===== config.mk =====
export PLATFORM = sky130hd
export DESIGN_NAME = regfile_wb_arbiter_flat
export DESIGN_NICKNAME = d
export VERILOG_FILES = /design/src/rtl/regfile_wb_arbiter_pkg.sv /design/src/rtl/regfile_wb_arbiter_if.sv /design/src/rtl/regfile_wb_arbiter_rr_arb2.sv /design/src/rtl/regfile_wb_arbiter.sv /design/src/flat_wrapper.sv
export SDC_FILE = /design/constraint.sdc
export NUM_CORES = 1
export LEC_CHECK = 0
export CAP_MARGIN = 20
export CORE_MARGIN = 1
export CORE_UTILIZATION = 35
export CTS_CLUSTER_SIZE = 14
export DETAILED_ROUTE_END_ITERATION = 7
export GPL_ROUTABILITY_DRIVEN = 0
export PLACE_DENSITY = 0.65
export SYNTH_ARGS = -nofsm -noshare
export SYNTH_HDL_FRONTEND = slang
export SYNTH_SLANG_ARGS = --single-unit
export TNS_END_PERCENT = 50

===== constraint.sdc =====
create_clock -name clk -period 2.4 [get_ports clk]
set_input_delay 0.48 -clock clk [delete_from_list [all_inputs] [get_ports clk]]
set_output_delay 0.48 -clock clk [all_outputs]
set_load 0.005 [all_outputs]

===== src/rtl/regfile_wb_arbiter_pkg.sv =====
// Shared types and sizes for the register-file writeback path.
// Holds widths, the x0 index and the round-robin source enum.
package riscv_rf_pkg;

  localparam int XLEN     = 32;
  localparam int ADDR_W   = 5;
  localparam int NUM_REGS = 32;

  localparam logic [ADDR_W-1:0] REG_ZERO = 5'd0;

  typedef enum logic {
    SRC_ALU = 1'b0,
    SRC_LSU = 1'b1
  } src_e;

endpackage


===== src/rtl/regfile_wb_arbiter_if.sv =====
// Writeback handshake bundle: valid/ready plus destination and data.
// master = producing unit (ALU/LSU), slave = the writeback arbiter.
interface regfile_wb_arbiter_if;
  import riscv_rf_pkg::*;

  logic              valid;
  logic              ready;
  logic [ADDR_W-1:0] rd;
  logic [XLEN-1:0]   data;

  modport master (
    output valid, rd, data,
    input  ready
  );

  modport slave (
    input  valid, rd, data,
    output ready
  );

endinterface


===== src/rtl/regfile_wb_arbiter_rr_arb2.sv =====
// Two-requester round-robin arbiter with one-hot grant.
// Ports: clk, rst_n, req[1:0] (0=ALU, 1=LSU), gnt[1:0].
module rr_arb2
  import riscv_rf_pkg::*;
(
  input  logic       clk,
  input  logic       rst_n,
  input  logic [1:0] req,
  output logic [1:0] gnt
);

  src_e       rr_ptr;
  logic [1:0] pick;

  always_comb begin
    pick = 2'b00;
    unique case (1'b1)
      (req == 2'b11): pick = (rr_ptr == SRC_ALU) ? 2'b01 : 2'b10;
      (req == 2'b01): pick = 2'b01;
      (req == 2'b10): pick = 2'b10;
      default:        pick = 2'b00;
    endcase
  end

  // No grant may be handed out while reset is held.
  assign gnt = rst_n ? pick : 2'b00;

  // Only a contested grant moves the pointer.
  always_ff @(posedge clk or negedge rst_n) begin
    if (!rst_n) begin
      rr_ptr <= SRC_ALU;
    end else if (req == 2'b11) begin
      rr_ptr <= gnt[0] ? SRC_LSU : SRC_ALU;
    end
  end

endmodule


===== src/rtl/regfile_wb_arbiter.sv =====
// Shares the register-file write port between ALU and LSU writeback
// and tracks a per-register busy scoreboard for decode hazard checks.
module regfile_wb_arbiter
  import riscv_rf_pkg::*;
(
  input  logic                clk,
  input  logic                rst_n,
  regfile_wb_arbiter_if.slave alu_wb,
  regfile_wb_arbiter_if.slave lsu_wb,
  input  logic                iss_valid,
  input  logic [ADDR_W-1:0]   iss_rd,
  input  logic [ADDR_W-1:0]   rs1_addr,
  input  logic [ADDR_W-1:0]   rs2_addr,
  output logic                rs1_busy,
  output logic                rs2_busy,
  output logic                rf_write_enable,
  output logic [ADDR_W-1:0]   rf_write_addr,
  output logic [XLEN-1:0]     rf_write_data
);

  logic [1:0]          gnt;
  logic                grant;
  logic [ADDR_W-1:0]   wb_rd;
  logic [XLEN-1:0]     wb_data;
  logic [NUM_REGS-1:0] busy;
  logic [NUM_REGS-1:0] busy_nxt;

  rr_arb2 u_arb (
    .clk   (clk),
    .rst_n (rst_n),
    .req   ({lsu_wb.valid, alu_wb.valid}),
    .gnt   (gnt)
  );

  assign alu_wb.ready = gnt[0];
  assign lsu_wb.ready = gnt[1];
  assign grant        = |gnt;

  always_comb begin
    wb_rd   = alu_wb.rd;
    wb_data = alu_wb.data;
    if (gnt[1]) begin
      wb_rd   = lsu_wb.rd;
      wb_data = lsu_wb.data;
    end
  end

  // x0 writes are accepted but never reach the register file.
  always_ff @(posedge clk or negedge rst_n) begin
    if (!rst_n) begin
      rf_write_enable <= 1'b0;
      rf_write_addr   <= '0;
      rf_write_data   <= '0;
    end else begin
      rf_write_enable <= grant && (wb_rd != REG_ZERO);
      if (grant) begin
        rf_write_addr <= wb_rd;
        rf_write_data <= wb_data;
      end
    end
  end

  // Set after clear: a new producer issued on the same edge owns rd.
  always_comb begin
    busy_nxt = busy;
    if (grant) begin
      busy_nxt[wb_rd] = 1'b0;
    end
    if (iss_valid && iss_rd != REG_ZERO) begin
      busy_nxt[iss_rd] = 1'b1;
    end
  end

  always_ff @(posedge clk or negedge rst_n) begin
    if (!rst_n) begin
      busy <= '0;
    end else begin
      busy <= busy_nxt;
    end
  end

  assign rs1_busy = (rs1_addr != REG_ZERO) && busy[rs1_addr];
  assign rs2_busy = (rs2_addr != REG_ZERO) && busy[rs2_addr];

endmodule


===== src/flat_wrapper.sv =====
// flat-port wrapper written by rule: the top's interface ports become plain ports
module regfile_wb_arbiter_flat import riscv_rf_pkg::*;
  (clk, rst_n, iss_valid, iss_rd, rs1_addr, rs2_addr, rs1_busy, rs2_busy, rf_write_enable, rf_write_addr, rf_write_data, alu_wb_valid, alu_wb_rd, alu_wb_data, alu_wb_ready, lsu_wb_valid, lsu_wb_rd, lsu_wb_data, lsu_wb_ready);
  regfile_wb_arbiter_if alu_wb_i ();
  regfile_wb_arbiter_if lsu_wb_i ();
  input  logic clk;
  input  logic rst_n;
  input  logic iss_valid;
  input  logic [ADDR_W-1:0] iss_rd;
  input  logic [ADDR_W-1:0] rs1_addr;
  input  logic [ADDR_W-1:0] rs2_addr;
  output logic rs1_busy;
  output logic rs2_busy;
  output logic rf_write_enable;
  output logic [ADDR_W-1:0] rf_write_addr;
  output logic [XLEN-1:0] rf_write_data;
  input wire logic [$bits(alu_wb_i.valid)-1:0] alu_wb_valid;
  input wire logic [$bits(alu_wb_i.rd)-1:0] alu_wb_rd;
  input wire logic [$bits(alu_wb_i.data)-1:0] alu_wb_data;
  output wire logic [$bits(alu_wb_i.ready)-1:0] alu_wb_ready;
  input wire logic [$bits(lsu_wb_i.valid)-1:0] lsu_wb_valid;
  input wire logic [$bits(lsu_wb_i.rd)-1:0] lsu_wb_rd;
  input wire logic [$bits(lsu_wb_i.data)-1:0] lsu_wb_data;
  output wire logic [$bits(lsu_wb_i.ready)-1:0] lsu_wb_ready;
  assign alu_wb_i.valid = alu_wb_valid;
  assign alu_wb_i.rd = alu_wb_rd;
  assign alu_wb_i.data = alu_wb_data;
  assign alu_wb_ready = alu_wb_i.ready;
  assign lsu_wb_i.valid = lsu_wb_valid;
  assign lsu_wb_i.rd = lsu_wb_rd;
  assign lsu_wb_i.data = lsu_wb_data;
  assign lsu_wb_ready = lsu_wb_i.ready;
  regfile_wb_arbiter u_core (.clk(clk), .rst_n(rst_n), .alu_wb(alu_wb_i), .lsu_wb(lsu_wb_i), .iss_valid(iss_valid), .iss_rd(iss_rd), .rs1_addr(rs1_addr), .rs2_addr(rs2_addr), .rs1_busy(rs1_busy), .rs2_busy(rs2_busy), .rf_write_enable(rf_write_enable), .rf_write_addr(rf_write_addr), .rf_write_data(rf_write_data));
endmodule

==> qor.yml <==
outcome: "finished clean"
cap_violations: 0
ir_worst_vdd_uv: 288
slew_headroom_pct: 41.0
crit_path_start_kind: "input port"
worst_setup_path_end_kind: "output pin"
clockBufferDepth: 2
grt_pass1_wl_um: 19600
die_area_um2: 11200
place_ws_ns: -0.636
drive_above_1_share_pct: 12.6
critPathSlowestCell: "a221oi_1"
final_cell_mix: "120 x clkdlybuf4s50_1, 76 x nor2_1, 70 x dfrtp_1, 43 x o21ai_0, 33 x buf_4"
cts-root-buf: "clkbuf_8"
cp.required_ns: 1.92
antenna_left: 0
num_io_pins: 136
r2r-start: "u_core.u_arb.rr_ptr"
arrival_ns: 1.88
routed_wl_um: 12200
ys.flop_type: "dfrtp_1"
setup_tns_ns: 0
initialDrtViolationCount: 217
critical-path-top-delay-family: "buffers and inverters"
grt_pass1_vias: 4020
hpwl_um: 9120
ctsHtreeMaxLevel: 3
wl_per_cell_um: 17.1
crit_start: "rs1_addr[0]"
syn_inst: 413
route.detailed.drc: 0
insertion_delay_ns: 0.34
max_stage_delay_ns: 0.38
rows: 37
worst-path-max-fanout: 8
nNetsFinal: 669
setup_ws_ns: 0.0383
cp.buffers_inverters: 4
drv_slew: 0
worst-setup-path-type: "in2out"
fmax_mhz: 423
ys_seq_elements: 70
antenna_found_initial: 0
period_needed_ns: 2.36
synthesis.nets: 507
routed_via_density: 5.47
io_buffers: 135
cts.sinks: 70
leakagePower_nw: 2.37
setup_viol: 0
num-fill-cells: 978
dieWidth_um: 106
grt-ovfl-total: 0
num_vias: 3903
tightest_slew_ns: 0.884
syn2layout_area_growth_pct: 51.6
synth.avg_cell_area_um2: 9.15
yosys_warnings: 0
die_h_um: 106
grt_use_total_pct: 22.2
crit_path_cell_trace: "dlygate4sd2_1, buf_6, inv_1, nor2_1, a221oi_1, a2bb2oi_2, nand3_1, dlygate4sd2_1"
hold_viol: 0
grt_max_degree: 71
final.period_utilization_pct: 98.4
synth_edf_count: 0
ys_seq_area_share_pct: 46.4
syn_area_um2: 3780
drt_pass1_iterations: 4
core_um2: 10400
finClkSkew_ns: 0.00541
cp_common_cell: "dlygate4sd2_1"
yosysUniqueCellTypes: 45
hp-class: "in2async"
layout_commonest_cell: "clkdlybuf4s50_1"
power_w: 0.00355
start_util_pct: 36.3
pwr_density_cell_nw_per_um2: 620
diodes: 0
cts_tree: "yes"
cts_buffers: 9
synthArstFlopShare_pct: 100
clk_pin_slew_ns: 0.07
power breakdown:
group | leakage (nW) | internal (W) | total [W] | switching [W]
logic | 1.47 | 0.000617 | 0.00105 | 0.000436
registers | 0.807 | 0.00142 | 0.00164 | 0.000217
clock network | 0.0914 | 0.000448 | 0.000859 | 0.000412
total | 2.37 | 0.00249 | 0.00355 | 0.00106
worst register-to-register path, cell delays in order (launching register included):
cell and delay (ns):
dfrtp_1 0.41, and2b_1 0.22, buf_4 0.14, nor3_1 0.06
o21ai_0 0.58, o21ai_0 0.21, o21ai_0 0.11
through the flow:
stage	hold slack (ns)	util, %	cell area (um^2)	instances
2_1_floorplan	0.184	-	3780	413
3_3_place_gp	0.289	52.6	5470	698
3_5_place_dp	0.292	52.6	5470	698
4_1_cts	0.449	54.6	5680	714
5_1_grt	0.477	55.0	5730	714
6_report	0.429	55.0	5730	714
state kept, by name (all words and copies together) (netlist names):
name and flops:
u_core.rf_write_data 32, u_core.rf_write_enable 1, u_core.busy 31, u_core.rf_write_addr 5, u_core.u_arb.rr_ptr 1
layer usage:
layer / routed length [um] / vias to the layer above / share of wire (%) / GRT usage (%)
li1: - / 1841 / - / -
met1: 5190 / 1842 / 42 / 27.4
met2: 5680 / 194 / 46 / 36.6
met3: 1070 / 26 / 8.8 / 6.25
met4: 279 / 0 / 2.3 / 8.43
met5: 0 / - / 0 / 0
synth_stat cells (2+ instances only):
| library cell | n | share of area, % |
|---|---|---|
| nor2_1 | 77 | 7.7 |
| dfrtp_1 | 70 | 46 |
| o21ai_0 | 45 | 6.0 |
| o22ai_1 | 32 | 5.3 |
| nand2_1 | 23 | 2.3 |
| mux2i_1 | 21 | 5.6 |
| nand2b_1 | 11 | 1.8 |
| nor2b_1 | 11 | 1.8 |
| clkbuf_1 | 10 | 0.99 |
| nand3_1 | 10 | 1.3 |
| inv_1 | 9 | 0.89 |
| o2bb2ai_1 | 9 | 2.1 |
| o21ai_1 | 7 | 0.93 |
| a2111oi_0 | 6 | 1.4 |
| buf_2 | 6 | 0.79 |
| nand4b_1 | 6 | 1.4 |
| nand3b_1 | 5 | 0.99 |
| a21oi_1 | 4 | 0.53 |
| a221oi_1 | 4 | 0.93 |
| a22o_1 | 4 | 0.93 |
| a31oi_1 | 4 | 0.66 |
| mux4_2 | 4 | 2.4 |
| a221o_1 | 3 | 0.79 |
| a22oi_1 | 3 | 0.60 |
| buf_1 | 3 | 0.30 |
| a211oi_1 | 2 | 0.40 |
| a2bb2oi_1 | 2 | 0.46 |
| a32oi_1 | 2 | 0.46 |
| and2_2 | 2 | 0.40 |
| nor3_1 | 2 | 0.26 |
| o21a_1 | 2 | 0.40 |
final cells by class:
cell class              instances  area (um^2)  area share, %
inverters                       9         33.8          0.590
clock inverters                 1         5.00         0.0874
well taps                     136          170           2.97
multi-input cells             313         1960           34.2
clock buffers                  13          169           2.95
repair buffers                172         1640           28.6
flip-flops and latches         70         1750           30.6
cell families after synthesis:
family          synth area share [%]
compound gates                  22.4
buf+inv                         3.48
flops                           46.4
mux                             7.95
simple gates                    19.8
path summary, 6_finish.rpt:
check	cells after the start	to	slack (ns)
worst min-delay path	2	u_core.busy[7]	0.43
worst max-delay path	8	rs1_busy	0.04
min in group clk	3	u_core.u_arb.rr_ptr	0.47
worst min register to register	2	u_core.rf_write_addr[1]	0.49
max in group asynchronous	2	u_core.rf_write_data[27]	1.41
worst max register to register	6	u_core.busy[23]	0.59
repair_timing:
| item | 4_1_cts | 5_1_grt |
|---|---|---|
| hold buffers | 1 | 0 |
| gates resized for setup | 32 | 13 |
| setup endpoints to repair | 4 | 3 |
| setup buffers | 1 | 0 |
| pin swaps | 6 | 3 |
| hold endpoints to repair | 1 | 0 |
| gates cloned | 0 | 0 |
No activity file was read; power rests on OpenSTA's default activity.
